===== src/rtl/uart_rx_frame.sv =====
// uart_rx_frame: oversampled UART receive framer (start check, LSB-first data, stop check).
// Optional parity bit and parity_error output when UART_RX_PARITY_EN is defined.
module uart_rx_frame #(
  parameter int DATA_BITS  = 8,
  parameter int OVERSAMPLE = 16
) (
  input  logic                 clk,
  input  logic                 reset,
  input  logic                 sample_tick,
  input  logic                 rx_serial,
`ifdef UART_RX_PARITY_EN
  input  logic                 parity_odd,
  output logic                 parity_error,
`endif
  output logic [DATA_BITS-1:0] rx_data,
  output logic                 rx_valid,
  output logic                 frame_error,
  output logic                 busy
);
  localparam int TW = $clog2(OVERSAMPLE);
  localparam int BW = $clog2(DATA_BITS);
`ifdef UART_RX_PARITY_EN
  typedef enum logic [2:0] {IDLE, START, DATA, PARITY, STOP, WAIT_IDLE} state_t;
  localparam state_t AFTER_DATA = PARITY;
`else
  typedef enum logic [2:0] {IDLE, START, DATA, STOP, WAIT_IDLE} state_t;
  localparam state_t AFTER_DATA = STOP;
`endif
  state_t state, nxt;
  logic [1:0] sync;
  logic [TW-1:0] cnt;
  logic [BW-1:0] bit_cnt;
  logic [DATA_BITS-1:0] sh;
  logic rx_s, mid, full, perr;
  assign rx_s = sync[1];
  assign mid  = sample_tick && cnt == TW'(OVERSAMPLE/2-1);
  assign full = sample_tick && cnt == TW'(OVERSAMPLE-1);
  assign busy = state != IDLE;
  always_ff @(posedge clk)
    if (reset) state <= IDLE;
    else state <= nxt;
  always_comb begin
    nxt = state;
    case (state)
      IDLE:      nxt = sample_tick && !rx_s ? START : IDLE;
      START:     nxt = mid ? (rx_s ? IDLE : DATA) : START;
      DATA:      nxt = full && bit_cnt == BW'(DATA_BITS-1) ? AFTER_DATA : DATA;
`ifdef UART_RX_PARITY_EN
      PARITY:    nxt = full ? STOP : PARITY;
`endif
      STOP:      nxt = full ? (rx_s ? IDLE : WAIT_IDLE) : STOP;
      WAIT_IDLE: nxt = sample_tick && rx_s ? IDLE : WAIT_IDLE;
      default:   nxt = IDLE;
    endcase
  end
  always_ff @(posedge clk) begin
    if (reset) begin
      sync        <= 2'b11;
      cnt         <= '0;
      bit_cnt     <= '0;
      sh          <= '0;
      rx_data     <= '0;
      rx_valid    <= 1'b0;
      frame_error <= 1'b0;
    end else begin
      sync        <= {sync[0], rx_serial};
      rx_valid    <= 1'b0;
      frame_error <= 1'b0;
      cnt         <= nxt != state || full ? '0 : sample_tick ? cnt + 1'b1 : cnt;
      if (state == START) bit_cnt <= '0;
      if (state == DATA && full) begin
        sh      <= {rx_s, sh[DATA_BITS-1:1]};
        bit_cnt <= bit_cnt + 1'b1;
      end
      if (state == STOP && full) begin
        if (rx_s) begin
          rx_data  <= sh;
          rx_valid <= !perr;
        end else frame_error <= 1'b1;
      end
    end
  end
`ifdef UART_RX_PARITY_EN
  logic par_odd;
  always_ff @(posedge clk)
    if (reset) begin
      par_odd      <= 1'b0;
      perr         <= 1'b0;
      parity_error <= 1'b0;
    end else begin
      parity_error <= state == STOP && full && rx_s && perr;
      if (state == IDLE) par_odd <= parity_odd;
      if (state == PARITY && full) perr <= ^{sh, rx_s, par_odd};
    end
`else
  assign perr = 1'b0;
`endif
endmodule


===== config.mk =====
export PLATFORM = sky130hd
export DESIGN_NAME = uart_rx_frame
export DESIGN_NICKNAME = d
export VERILOG_FILES = /design/src/rtl/uart_rx_frame.sv
export SDC_FILE = /design/constraint.sdc
export NUM_CORES = 1
export LEC_CHECK = 0
export BUFFER_PORTS_ARGS = -buffer_cell sky130_fd_sc_hd__buf_2
export CAP_MARGIN = 25
export CORE_MARGIN = 2
export CORE_UTILIZATION = 25
export DETAILED_ROUTE_END_ITERATION = 16
export MAX_ROUTING_LAYER = met4
export PLACE_DENSITY_LB_ADDON = 0.25
export SYNTH_ARGS = -nofsm -noshare
export SYNTH_HDL_FRONTEND = slang
export SYNTH_SLANG_ARGS = --single-unit

===== constraint.sdc =====
create_clock -name clk -period 1.8 [get_ports clk]
set_input_delay 0 -clock clk [delete_from_list [all_inputs] [get_ports clk]]
set_output_delay 0 -clock clk [all_outputs]
set_load 0.1 [all_outputs]

==> metrics.cfg, run 1 <==
[synthesis]
synth_adder_area_share_pct = 2.854
postSynthAreaPerCell_um2 = 9.814
synthCells = 134
yosysWarnings = 0
synth.top_cells.by_area = dfxtp_1 (46%), mux2i_1 (15%), nor2_1 (7.1%), ha_1 (2.9%), buf_4 (2.3%)
synth_top_area_share_pct = 45.67
synth_top_family_by_area = simple AND/OR/NAND/NOR gates
synth-seq-area-share_pct = 45.67
synth_top_area_cell = dfxtp_1
yosys.area_share.simple_pct = 22.07
ys_ff_latch = 30
synth_xor_xnor_area_share_pct = 2.664
synthMuxAreaShare_pct = 15.22
synth_compound_area_share_pct = 5.043
synth_cell_type_count = 33
synth_fp_nets = 141
synth_area_um2 = 1315

[clock_network]
post_cts_buffers = 0
cts.path.max_buffers = 2
cts.clk_slew.worst_paths_ns = 0.06
cts.sinks = 30
cts_root_buf = clkbuf_8
tritoncts = built
ctsResizeCount = 0
hold_buffers = 1
cts_inserted_buffers = 5
insertion_delay_ns = 0.27
htreeDepth = 2

[finish]
nets = 157
n_fill_cell = 522
layout-drive-gt1-share_pct = 21.33
register_area_um2 = 600.6
diodes = 0
multi_input_area_um2 = 636.9
area_growth_pct = 19.12

[sta]
final.period_utilization_pct = 91.18
fin_crit_ns = 1.641
tns_ns = 0
fmax_mhz = 609.3
worst_slew_pin_slew_ns = 0.4881
setup_violations = 0
rsz0062_at_grt = false
hold_violations = 0
max_slew_margin_pct = 67.69
skew_ns = 0.003312
finalMaxSlewViolations = 0
hold-worst-slack_ns = 0.1136

[pwr]
peakVddDrop_mv = 0.3840
switching_power_mw = 0.2786
p_per_area_nw_per_um2 = 900.6
power.internal_mw = 1.132
share_comb_of_total_power_pct = 3.6
power_leakage_nw = 0.5894
sequentialPowerShare_pct = 48.2
swShare_pct = 19.75
clockPowerShare_pct = 48.2

[setup_path]
critPathCapture = rx_data[7]
slowest_delay_ns = 0.39
reg2reg_depth = 6
arrival_ns = 1.79
r2r-start = cnt[0]
cp.required_ns = 1.95
crit_fanout = 9
crit_path_start = cnt[0]
critPathSlowestCell = dfxtp_1
crit_chain = ha_1 -> nand3_4 -> nor4_2 -> buf_4 -> mux2i_1 -> nor2_1
regToRegEndpoint = rx_data[7]
r2r_setup_slack_ns = 0.16
critPathLaunchType = register
critical_path_class = register to register
critPathCaptureType = register

[detailed_routing]
first_iter_violations = 73
ant_nets = 0
post-route-drc-count = 0
wl_per_cell_um = 11.52
totalWireLength_um = 2534
viasPerCell = 4.473
vias = 984
drtPass1Iterations = 4

[global_route]
grt_use_total_pct = 10.02
grt_pass1_wl_um = 4540
overflow = 0
antenna_found_initial = 0
grt_max_degree = 28
first_global_vias = 1005

[placement]
post-dp-hpwl_um = 1840
port_buffers = 14
place.gp.congestion = 0.7446

[floorplanning]
dieWidth_um = 76.53
start_util_pct = 25.75
die_h_um = 76.53
core_um2 = 5107
dieArea_um2 = 5856
rows = 26
io_pins = 15

[flow_run]
drv_cap = 0

[status]
status = complete, no violations

[worst_hold_path]
hold_path_class = primary input to register

-- cells by family after synthesis --
family	Yosys count
multiplexers	20
buffers and inverters	14
XOR/XNOR	4
adder cells (fa/ha/maj)	3
AO/OA/AOI/OAI	10
AND/OR/NAND/NOR	53
flip-flops	30
-- power by group through the flow --
stage | combinational (mW) | clock [mW] | sequential [mW]
final | 0.0504 | 0.680 | 0.680
after global routing | 0.0569 | 0.738 | 0.681
after CTS | 0.0509 | 0.705 | 0.680
after detailed placement | 0.0489 | 0 | 0.694
after global placement | 0.0475 | 0 | 0.694
after floorplan | 0.0432 | 0 | 0.691
-- synthesized netlist by cell type (all sizes together) --
cell type and instances:
or3 1, a21oi 1, xor2 2, nor4b 1, ha 3, buf 8
a2111oi 1, nor3 4, clkbuf 3, and4b 1, nor2b 3, nand4 2
nor3b 2, a31oi 2, and3 2, o21ai 3, xnor2 2, a211o 1
inv 3, nand3 1, nor4 3, nor2 25, mux2i 20, a211oi 1
nor4bb 1, a32oi 1, dfxtp 30, nand2 5, or2 2
-- layer usage --
| metal | part of all wire [%] | vias to the layer above | GRT usage [%] |
|---|---|---|---|
| li1 | - | 491 | - |
| met1 | 45 | 454 | 12.12 |
| met2 | 47 | 32 | 14.69 |
| met3 | 6.0 | 7 | 3.555 |
| met4 | 1.8 | 0 | 5.091 |
| met5 | 0 | - | - |
-- worst min-delay path by stage --
stage | slack, ns | start | endpoint | cells past startpoint
floorplan | 0.10 | rx_serial | sync[0] | 1
global placement | 0.19 | rx_serial | sync[0] | 2
detailed placement | 0.19 | rx_serial | sync[0] | 2
CTS | 0.1 | sample_tick | state[0] | 3
global route | 0.14 | sample_tick | state[0] | 3
finish | 0.11 | sample_tick | state[0] | 3
-- critical path, delay by kind of cell, from the launching register on --
family / cells / cell delay, ns
muxes: 1 / 0.21
and+or+nand+nor: 3 / 0.43
adders and majority gates: 1 / 0.25
DFF: 1 / 0.39
buffers and inverters: 1 / 0.24
-- cells in the final DEF (no fill, tap or decap), types with 2 or more instances in the layout --
| master | n |
|---|---|
| dfxtp_1 | 30 |
| nor2_1 | 25 |
| mux2i_1 | 20 |
| buf_2 | 14 |
| clkbuf_8 | 6 |
| nand2_1 | 5 |
| buf_4 | 5 |
| nor3_1 | 4 |
| inv_1 | 3 |
| nor2b_1 | 3 |
| ha_1 | 3 |
| and3_1 | 2 |
| a31oi_1 | 2 |
| nand4_1 | 2 |
| xnor2_1 | 2 |
| or2_2 | 2 |
| nor3b_1 | 2 |
| o21ai_0 | 2 |
| xor2_1 | 2 |
-- sequential cells by signal (all words and copies together), names as in the netlist --
name and flops:
sync 2, cnt 4, state 3, bit_cnt 3, sh 8, frame_error 1
rx_data 8, rx_valid 1
-- through the flow --
step                setup slack (ns)  power, mW  instances  utilization, %  instance area (um^2)
global placement              0.2204     0.7413        212           28.27                  1444
global route                 0.03634      1.475        220           30.67                  1567
CTS                           0.1331      1.435        220           30.67                  1567
finish                        0.1587      1.411        220           30.67                  1567
floorplan                    0.04507     0.7338        134               -                  1316
detailed placement            0.1521     0.7432        212           28.27                  1444
-- cell type report --
| cell class | count | share of cell area, % |
|---|---|---|
| Tap cell | 70 | 5.591 |
| Sequential cell | 30 | 38.34 |
| Clock inverter | 1 | 1.917 |
| Multi-Input combinational cell | 90 | 40.66 |
| Clock buffer | 6 | 5.272 |
| Inverter | 3 | 0.7189 |
| Timing Repair Buffer | 20 | 7.508 |
Note: power is estimated with default switching activity, not from simulation.
==> inputs of run 2 (changes only) <==
--- a/config.mk
+++ b/config.mk
@@ -8,4 +8,6 @@
 export BUFFER_PORTS_ARGS = -buffer_cell sky130_fd_sc_hd__buf_2
 export CAP_MARGIN = 25
+export CELL_PAD_IN_SITES_DETAIL_PLACEMENT = 0
+export CELL_PAD_IN_SITES_GLOBAL_PLACEMENT = 1
 export CORE_MARGIN = 2
 export CORE_UTILIZATION = 25
==> constraint.sdc (replaced) <==
create_clock -name clk -period 2.1 [get_ports clk]
set_input_delay 0 -clock clk [delete_from_list [all_inputs] [get_ports clk]]
set_output_delay 0 -clock clk [all_outputs]
set_load 0.05 [all_outputs]
==> run 2 against run 1 <==
Effect of this change: cell area shrank 2.2%; wire length shrank 4.4%; critical path depth is the same; clock-buffer cell count is the same; critical endpoint is now rx_data[2]; largest cell class unchanged; highest routed layer unchanged.
==> metrics.cfg, run 2 (synthesis gave the netlist of run 1 again) <==
[floorplanning]
die_h_um = 76.53
dieArea_um2 = 5856
io_pins = 15
core_um2 = 5107
dieWidth_um = 76.53
rows = 26
start_util_pct = 25.75

[detailed_routing]
first_iter_violations = 49
wl_per_cell_um = 11.06
drtPass1Iterations = 4
totalWireLength_um = 2423
ant_nets = 0
viasPerCell = 4.297
vias = 941
post-route-drc-count = 0

[clock_network]
htreeDepth = 2
hold_buffers = 1
cts.path.max_buffers = 2
cts.sinks = 30
ctsResizeCount = 0
cts_inserted_buffers = 5
cts_root_buf = clkbuf_8
cts.clk_slew.worst_paths_ns = 0.06
insertion_delay_ns = 0.28
post_cts_buffers = 0
tritoncts = built

[sta]
setup_violations = 0
worst_slew_pin_slew_ns = 0.4587
fmax_mhz = 615.0
skew_ns = 0.001640
final.period_utilization_pct = 77.43
finalMaxSlewViolations = 0
fin_crit_ns = 1.626
max_slew_margin_pct = 69.42
setup_ws_ns = 0.4740
hold_violations = 0
rsz0062_at_grt = false
tns_ns = 0

[setup_path]
arrival_ns = 1.78
critical_path_class = register to register
critPathLaunchType = register
crit_fanout = 9
reg2reg_depth = 6
critPathCaptureType = register
cp.required_ns = 2.25

[finish]
final_common_cell = dfxtp_1
reg_top3 = rx_data (8), sh (8), cnt (4)
nets = 155
diodes = 0
area_growth_pct = 16.56
layout-drive-gt1-share_pct = 20.13
final_cell_mix = dfxtp_1 (30), nor2_1 (25), mux2i_1 (20)
final_util_pct = 30.01
instances_no_fill = 219

[placement]
place.gp.congestion = 0.7064
port_buffers = 14
post-dp-hpwl_um = 1664
place_inst = 210
pre_cts_ws_ns = 0.4777

[global_route]
overflow = 0
first_global_vias = 931
grt_max_degree = 28
antenna_found_initial = 0
grt_use_total_pct = 9.826
grt_pass1_wl_um = 4422

[status]
status = complete, no violations

[worst_hold_path]
holdPathStages = 3
hold_path_class = primary input to register

[pwr]
p_per_area_nw_per_um2 = 718.5
peakVddDrop_mv = 0.3167
power_leakage_nw = 0.5691

[flow_run]
drv_cap = 0

-- run 2: layout make-up --
type | instances | area, um^2
Clock inverter | 2 | 12.51
Clock buffer | 6 | 82.58
Inverter | 3 | 11.26
Sequential cell | 30 | 600.6
Timing Repair Buffer | 18 | 102.6
Multi-Input combinational cell | 90 | 635.6
Tap cell | 70 | 87.58
Fill cell | 552 | 3575
-- run 2: per-layer routing --
metal  global-route usage, %  routed length (um)
met4                   4.909                  40
met5                       -                   0
met2                   14.69                1099
met3                   3.555                  98
met1                   11.64                1184
-- run 2: power breakdown --
part	leakage, nW	internal [mW]	total [mW]	switching [mW]
Sequential	0.242	0.575	0.584	0.00831
Clock	0.0472	0.263	0.480	0.217
Combinational	0.279	0.0148	0.0377	0.0229
Total	0.569	0.853	1.10	0.248
-- run 2: worst paths after layout --
kind,from,endpoint,slack (ns)
max reg2reg,cnt[0],rx_data[2],0.47
max,cnt[0],rx_data[2],0.47
min reg2reg,sync[0],sync[1],0.41
min,sample_tick,state[0],0.11
-- run 2: worst max-delay path, stage by stage, from the launching register on --
cell     delay [ns]
dfxtp_1        0.38
ha_1           0.26
nand3_4        0.11
nor4_2         0.26
buf_4          0.24
mux2i_1        0.20
nor2_1         0.05
-- run 2: per-stage QoR --
step | cell area [um^2] | hold WS [ns] | power (mW)
detailed placement | 1428 | 0.1952 | 0.6335
CTS | 1533 | 0.08875 | 1.128
finish | 1533 | 0.1115 | 1.101
global placement | 1428 | 0.1892 | 0.6320
floorplan | 1315 | 0.1038 | 0.6263
global route | 1533 | 0.1277 | 1.165
